$ cat src/rtl/jk_pkg.sv
// Shared definitions for the JK drive sequencer: command opcodes, FSM
// state encoding, J/K drive patterns and the expected-Q helper.
package jk_pkg;

    typedef enum logic [1:0] {
        OP_HOLD   = 2'd0,
        OP_RESET  = 2'd1,
        OP_SET    = 2'd2,
        OP_TOGGLE = 2'd3
    } jk_op_e;

    typedef enum logic [1:0] {
        ST_IDLE   = 2'd0,
        ST_DRIVE  = 2'd1,
        ST_CHECK  = 2'd2,
        ST_REPORT = 2'd3
    } jk_state_e;

    // {J,K} drive patterns
    localparam logic [1:0] JK_IDLE   = 2'b00;
    localparam logic [1:0] JK_HOLD   = 2'b00;
    localparam logic [1:0] JK_RESET  = 2'b01;
    localparam logic [1:0] JK_SET    = 2'b10;
    localparam logic [1:0] JK_TOGGLE = 2'b11;

    // Map an opcode onto its {J,K} drive pattern.
    function automatic logic [1:0] jk_pattern(input jk_op_e op);
        logic [1:0] pat;
        case (op)
            OP_HOLD:   pat = JK_HOLD;
            OP_RESET:  pat = JK_RESET;
            OP_SET:    pat = JK_SET;
            OP_TOGGLE: pat = JK_TOGGLE;
            default:   pat = JK_IDLE;
        endcase
        return pat;
    endfunction

    // Q the flop should show after the drive. A toggle run of CNT+1 cycles
    // flips Q an odd number of times exactly when CNT is even.
    function automatic logic expected_q(input jk_op_e op, input logic q0,
                                        input logic cnt_lsb);
        logic q;
        case (op)
            OP_HOLD:   q = q0;
            OP_RESET:  q = 1'b0;
            OP_SET:    q = 1'b1;
            OP_TOGGLE: q = q0 ^ ~cnt_lsb;
            default:   q = q0;
        endcase
        return q;
    endfunction

endpackage

$ cat src/rtl/jk_rep_cnt.sv
// Loadable repeat down-counter with a zero flag. Decrement stops at zero
// so the full range of CNT_W gives 2^CNT_W drive cycles without wrapping.
module jk_rep_cnt #(
    parameter int CNT_W = 4
) (
    input  logic             clock,
    input  logic             rst,
    input  logic             load,
    input  logic [CNT_W-1:0] load_val,
    input  logic             dec,
    output logic             zero
);

    localparam logic [CNT_W-1:0] CNT_ONE  = {{(CNT_W-1){1'b0}}, 1'b1};
    localparam logic [CNT_W-1:0] CNT_ZERO = {CNT_W{1'b0}};

    logic [CNT_W-1:0] cnt_r;

    // Count register: load wins over decrement, decrement saturates at zero.
    always_ff @(posedge clock) begin
        if (rst) begin
            cnt_r <= CNT_ZERO;
        end else if (load) begin
            cnt_r <= load_val;
        end else if (dec && (cnt_r != CNT_ZERO)) begin
            cnt_r <= cnt_r - CNT_ONE;
        end else begin
            cnt_r <= cnt_r;
        end
    end

    assign zero = (cnt_r == CNT_ZERO);

endmodule

$ cat src/rtl/jk_drive_seq.sv
// JK flip-flop drive sequencer: accepts a command, drives J/K with the
// opcode pattern for CNT+1 cycles, optionally checks the flop's Q, then
// pulses DONE. Define JK_DRIVE_CHECK_EN to include the CHECK state and the
// sticky ERR flag; without it ERR is tied low and Q_FB is not used.
module jk_drive_seq
    import jk_pkg::*;
#(
    parameter int CNT_W = 4
) (
    input  logic             CLK,
    input  logic             RST,
    input  logic             CMD_VALID,
    output logic             CMD_READY,
    input  logic [1:0]       CMD_OP,
    input  logic [CNT_W-1:0] CMD_CNT,
    output logic             J,
    output logic             K,
    input  logic             Q_FB,
    output logic             BUSY,
    output logic             DONE,
    output logic             ERR
);

`ifdef JK_DRIVE_CHECK_EN
    localparam jk_state_e AFTER_DRIVE = ST_CHECK;
`else
    localparam jk_state_e AFTER_DRIVE = ST_REPORT;
`endif

    jk_state_e  state_r;
    jk_state_e  state_s;
    jk_op_e     op_r;
    jk_op_e     drive_op_s;
    logic       accept_s;
    logic       dec_s;
    logic       zero_s;
    logic [1:0] jk_s;
    logic       j_r;
    logic       k_r;
    logic       ready_r;
    logic       busy_r;
    logic       done_r;

    jk_rep_cnt #(.CNT_W(CNT_W)) u_rep_cnt (
        .clock    (CLK),
        .rst      (RST),
        .load     (accept_s),
        .load_val (CMD_CNT),
        .dec      (dec_s),
        .zero     (zero_s)
    );

    // Next-state logic; the counter is loaded with CNT so DRIVE spans CNT+1 cycles.
    always_comb begin
        state_s  = state_r;
        accept_s = 1'b0;
        dec_s    = 1'b0;
        case (state_r)
            ST_IDLE: begin
                if (CMD_VALID) begin
                    accept_s = 1'b1;
                    state_s  = ST_DRIVE;
                end else begin
                    state_s  = ST_IDLE;
                end
            end
            ST_DRIVE: begin
                if (zero_s) begin
                    state_s = AFTER_DRIVE;
                end else begin
                    dec_s   = 1'b1;
                    state_s = ST_DRIVE;
                end
            end
`ifdef JK_DRIVE_CHECK_EN
            ST_CHECK:  state_s = ST_REPORT;
`endif
            ST_REPORT: state_s = ST_IDLE;
            default:   state_s = ST_IDLE;
        endcase
    end

    // Drive pattern for the coming cycle; the first DRIVE cycle uses the opcode being accepted.
    always_comb begin
        drive_op_s = op_r;
        jk_s       = JK_IDLE;
        if (accept_s) begin
            drive_op_s = jk_op_e'(CMD_OP);
        end else begin
            drive_op_s = op_r;
        end
        if (state_s == ST_DRIVE) begin
            jk_s = jk_pattern(drive_op_s);
        end else begin
            jk_s = JK_IDLE;
        end
    end

    // State register and outputs registered from the next state so they align with it.
    always_ff @(posedge CLK) begin
        if (RST) begin
            state_r <= ST_IDLE;
            j_r     <= 1'b0;
            k_r     <= 1'b0;
            ready_r <= 1'b1;
            busy_r  <= 1'b0;
            done_r  <= 1'b0;
        end else begin
            state_r <= state_s;
            j_r     <= jk_s[1];
            k_r     <= jk_s[0];
            ready_r <= (state_s == ST_IDLE);
            busy_r  <= (state_s != ST_IDLE);
            done_r  <= (state_s == ST_REPORT);
        end
    end

    // Latch the opcode on acceptance.
    always_ff @(posedge CLK) begin
        if (RST) begin
            op_r <= OP_HOLD;
        end else if (accept_s) begin
            op_r <= jk_op_e'(CMD_OP);
        end else begin
            op_r <= op_r;
        end
    end

`ifdef JK_DRIVE_CHECK_EN
    logic q0_r;
    logic cnt_lsb_r;
    logic err_r;

    // Capture the flop's starting Q and the count parity when a command is accepted.
    always_ff @(posedge CLK) begin
        if (RST) begin
            q0_r      <= 1'b0;
            cnt_lsb_r <= 1'b0;
        end else if (accept_s) begin
            q0_r      <= Q_FB;
            cnt_lsb_r <= CMD_CNT[0];
        end else begin
            q0_r      <= q0_r;
            cnt_lsb_r <= cnt_lsb_r;
        end
    end

    // Sticky error: set on a Q mismatch in CHECK, cleared only by reset.
    always_ff @(posedge CLK) begin
        if (RST) begin
            err_r <= 1'b0;
        end else if ((state_r == ST_CHECK) &&
                     (Q_FB != expected_q(op_r, q0_r, cnt_lsb_r))) begin
            err_r <= 1'b1;
        end else begin
            err_r <= err_r;
        end
    end

    assign ERR = err_r;
`else
    logic q_fb_unused_s;
    assign q_fb_unused_s = Q_FB;
    assign ERR           = 1'b0;
`endif

    assign CMD_READY = ready_r;
    assign BUSY      = busy_r;
    assign DONE      = done_r;
    assign J         = j_r;
    assign K         = k_r;

endmodule

$ cat config.mk
export PLATFORM = sky130hd
export DESIGN_NAME = jk_drive_seq
export DESIGN_NICKNAME = d
export VERILOG_FILES = /design/src/rtl/jk_pkg.sv /design/src/rtl/jk_rep_cnt.sv /design/src/rtl/jk_drive_seq.sv
export SDC_FILE = /design/constraint.sdc
export NUM_CORES = 1
export LEC_CHECK = 0
export CORE_UTILIZATION = 39
export DETAILED_ROUTE_END_ITERATION = 8
export PLACE_DENSITY = 0.8
export SLEW_MARGIN = 20
export SYNTH_ARGS = -nofsm -noshare
export SYNTH_HDL_FRONTEND = slang
export SYNTH_HIERARCHICAL = 1
export SYNTH_SLANG_ARGS = --single-unit
$ cat constraint.sdc
create_clock -name CLK -period 2.09 [get_ports CLK]
set_input_delay 0.5225 -clock CLK [delete_from_list [all_inputs] [get_ports CLK]]
set_output_delay 0.5225 -clock CLK [all_outputs]
set_load 0.005 [all_outputs]
==> results of run 1 <==
[sequential cells by signal (all words and copies together), names as in the netlist]
register / count
BUSY: 1
CMD_READY: 1
DONE: 1
J: 1
K: 1
op_r: 2
state_r: 2
u_rep_cnt/cnt_r: 4
[layout make-up]
| class | instances | area, sq um | share of cell area, % |
|---|---|---|---|
| Multi-Input combinational cell | 35 | 277 | 36.0 |
| Clock buffer | 3 | 22.5 | 2.93 |
| Clock inverter | 1 | 5.00 | 0.651 |
| Inverter | 6 | 22.5 | 2.93 |
| Tap cell | 15 | 18.8 | 2.44 |
| Sequential cell | 13 | 263 | 34.2 |
| Timing Repair Buffer | 17 | 160 | 20.8 |
[metal layers]
layer,vias to the layer above,global-route usage [%],part of all wire [%]
li1,230,-,-
met1,208,17.7,41
met2,14,27.5,49
met3,2,11.4,8.4
met4,0,5.17,0.79
met5,-,0,0
[tightest hold or removal path, cell delays in order, from the launching register on]
cell and delay [ps]:
dfxtp_1 310, mux2i_1 80, nor2_1 80
[cell usage in the layout (no fill, tap or decap), types with 2 or more instances in the layout]
cell             instances
nand2_1                  4
clkbuf_4                 3
nor3_1                   3
buf_4                    4
nor3b_1                  2
clkdlybuf4s50_1         13
nor2_1                   8
inv_1                    6
dfxtp_2                  2
dfxtp_1                 11
mux2i_1                  3
a311oi_1                 2
[power by group through the flow]
stage | clock, mW | combinational (mW) | sequential (mW)
3_3_place_gp | 0 | 0.143 | 0.290
4_1_cts | 0.161 | 0.147 | 0.286
3_5_place_dp | 0 | 0.146 | 0.291
6_report | 0.154 | 0.148 | 0.289
2_1_floorplan | 0 | 0.0859 | 0.289
5_1_grt | 0.173 | 0.162 | 0.293
[worst max-delay path by stage]
stage,start,end,cells after the start,slack (ps)
floorplan,u_rep_cnt/cnt_r[1]$_SDFFE_PP0P_,u_rep_cnt/cnt_r[3]$_SDFFE_PP0P_,8,110
global placement,CMD_VALID,K$_SDFF_PP0_,5,150
detailed placement,CMD_VALID,J$_SDFF_PP0_,5,130
CTS,u_rep_cnt/cnt_r[1]$_SDFFE_PP0P_,u_rep_cnt/cnt_r[3]$_SDFFE_PP0P_,9,110
global route,u_rep_cnt/cnt_r[1]$_SDFFE_PP0P_,u_rep_cnt/cnt_r[3]$_SDFFE_PP0P_,9,20
finish,u_rep_cnt/cnt_r[1]$_SDFFE_PP0P_,u_rep_cnt/cnt_r[3]$_SDFFE_PP0P_,9,120
[through the flow]
| step | instance area (sq um) | power [mW] | hold WS [ps] |
|---|---|---|---|
| floorplan | 558 | 0.375 | 456 |
| global placement | 729 | 0.433 | 484 |
| detailed placement | 729 | 0.437 | 499 |
| CTS | 757 | 0.593 | 518 |
| global route | 768 | 0.628 | 541 |
| finish | 768 | 0.591 | 507 |
[cell families (layout without fill, tap and decap cells)]
kind of cell,after synthesis,after routing
flops,13,13
buf+inv,7,27
fa+ha+maj,1,1
simple gates,23,23
compound gates,7,7
mux,3,3
other cells,1,1
==> impl_metrics.ini, run 1 <==
[yosys]
yosys.area.top_type = dfxtp_1
syn_nets = 66
yosys.area_share.simple_pct = 25.6
synth_xor_area_share_pct = 0
muxShareOfSynthArea_pct = 5.43
synth.distinct_cells = 21
netlist_instances = 55
yosys_warnings = 6
yosysTopAreaCellShare_pct = 47.1
yosysSeqAreaShare_pct = 47.1
syn_avg_cell_area_sq_um = 10.1
ys_top_cells_by_area = dfxtp_1, mux2i_1, nor2_1
synth_area_sq_um = 553
async_reset_ff_share_pct = 0
synth_top_family_by_area = simple AND/OR/NAND/NOR gates
ys_ff_latch = 13
synth_fa_ha_area_share_pct = 2.26
yosys_most_used_dff = dfxtp_1
synth_compound_area_share_pct = 13.6
yosysMostFrequentCell = dfxtp_1
ys_top_cells_by_count = dfxtp_1, nor2_1, inv_1
synth_edf_count = 0

[floorplan]
die_area_sq_um = 1570
die_y_um = 39.7
rows = 13
die_x_um = 39.7
core-area_sq_um = 1320
start_util_pct = 42.0
io_pins = 16

[worst_hold_path]
whs_path_depth = 2
hold_path_end = op_r[1]$_SDFF_PP0_
hp-start = op_r[1]$_SDFF_PP0_
hold_class = flop to flop

[clocking]
cts.sinks = 13
cts_root_buf = clkbuf_4
cts_resized = 0
numCtsBuffers = 3
cts_max_level = 1
hold_buffers = 0
cts_buffer_depth = 2
cts_tree = built
insertion_delay_ps = 280
cts.clk_slew.worst_paths_ps = 80
cts_setup_buffers = 0

[finish]
synthToLayoutAreaGrowth_pct = 38.9
layout.nets = 87
stdcell_count = 90
fillers = 123
antenna_cells = 0
final_util_pct = 58.3
drive_above_1_share_pct = 20.0

[place]
hpwlAfterDp_um = 776
place_ws_ps = 125
io_buffer_count = 13
dp.cells = 86
gp_congestion = 0.720

[critical_path]
critPathMaxFanout = 7
r2r_start = u_rep_cnt/cnt_r[1]$_SDFFE_PP0P_
path_class = flop to flop
path_common_cell = inv_1
cp_slowest_cell = or3b_4
cp_cell_sequence = inv_1 -> ha_1 -> or3b_4 -> inv_1 -> nor3b_2 -> buf_4 -> nor4b_4 -> mux2i_1 -> a211oi_1
timing.rr.end = u_rep_cnt/cnt_r[3]$_SDFFE_PP0P_
cp.arrival_ps = 2170
end_kind = flop
crit_path_start_kind = flop
regToRegSetupSlack_ps = 120
worstPathRequired_ps = 2280
critical_path.top_delay_family = simple AND/OR/NAND/NOR gates
path_buf_inv = 3
slowest_delay_ps = 390
r2r_cells = 9

[timing]
setup_tns_ps = 0
min_period_over_period_pct = 94.5
max_freq_ghz = 0.506
finalMaxSlewViolations = 0
hold_violations = 0
finClkSkew_ps = 4.10
finalWorstPathRequiredPeriod_ps = 1970
rsz0062_at_grt = false
setup_violations = 0
fin_ws_ps = 115

[route]
initialDrtViolationCount = 1
wl_per_cell_um = 11.2
drt-pass1-iter-count = 4
via_count = 454
routed_wl_um = 1010
viasPerCell = 5.04
drc = 0
ant_nets = 0

[power]
p_leak_nw = 0.305
power.internal_uw = 424
p_comb_share_pct = 25.1
p_sw_share_pct = 28.2
power_frac_clock_pct = 26.0
ir_drop_uv = 537
p_seq_share_pct = 48.8
power.switching_uw = 167
pwr_density_cell_nw_per_um2 = 769

[run_status]
status = finished, final reports clean

[global_route]
grt_pass1_wl_um = 1690
track_usage_pct = 17.1
grt_max_degree = 10
grt_pass1_vias = 400
antenna_found_initial = 0
gr-total-overflow = 0

[flow_run]
cap_violations = 0
No activity file was read; power rests on OpenSTA's default activity.
==> inputs of run 2 (changes only) <==
--- a/config.mk
+++ b/config.mk
@@ -13,3 +13,4 @@
 export SYNTH_HDL_FRONTEND = slang
 export SYNTH_HIERARCHICAL = 1
 export SYNTH_SLANG_ARGS = --single-unit
+export TNS_END_PERCENT = 1
==> results of run 2 <==
Final layout, timing and power as in run 1 (identical DEF).
==> inputs of run 3 (changes only) <==
--- a/config.mk
+++ b/config.mk
@@ -5,6 +5,7 @@
 export SDC_FILE = /design/constraint.sdc
 export NUM_CORES = 1
 export LEC_CHECK = 0
+export ABC_CLOCK_PERIOD_IN_PS = 2090
 export CORE_UTILIZATION = 39
 export DETAILED_ROUTE_END_ITERATION = 8
 export PLACE_DENSITY = 0.8
==> results of run 3 <==
Final layout, timing and power as in run 1 (identical DEF).
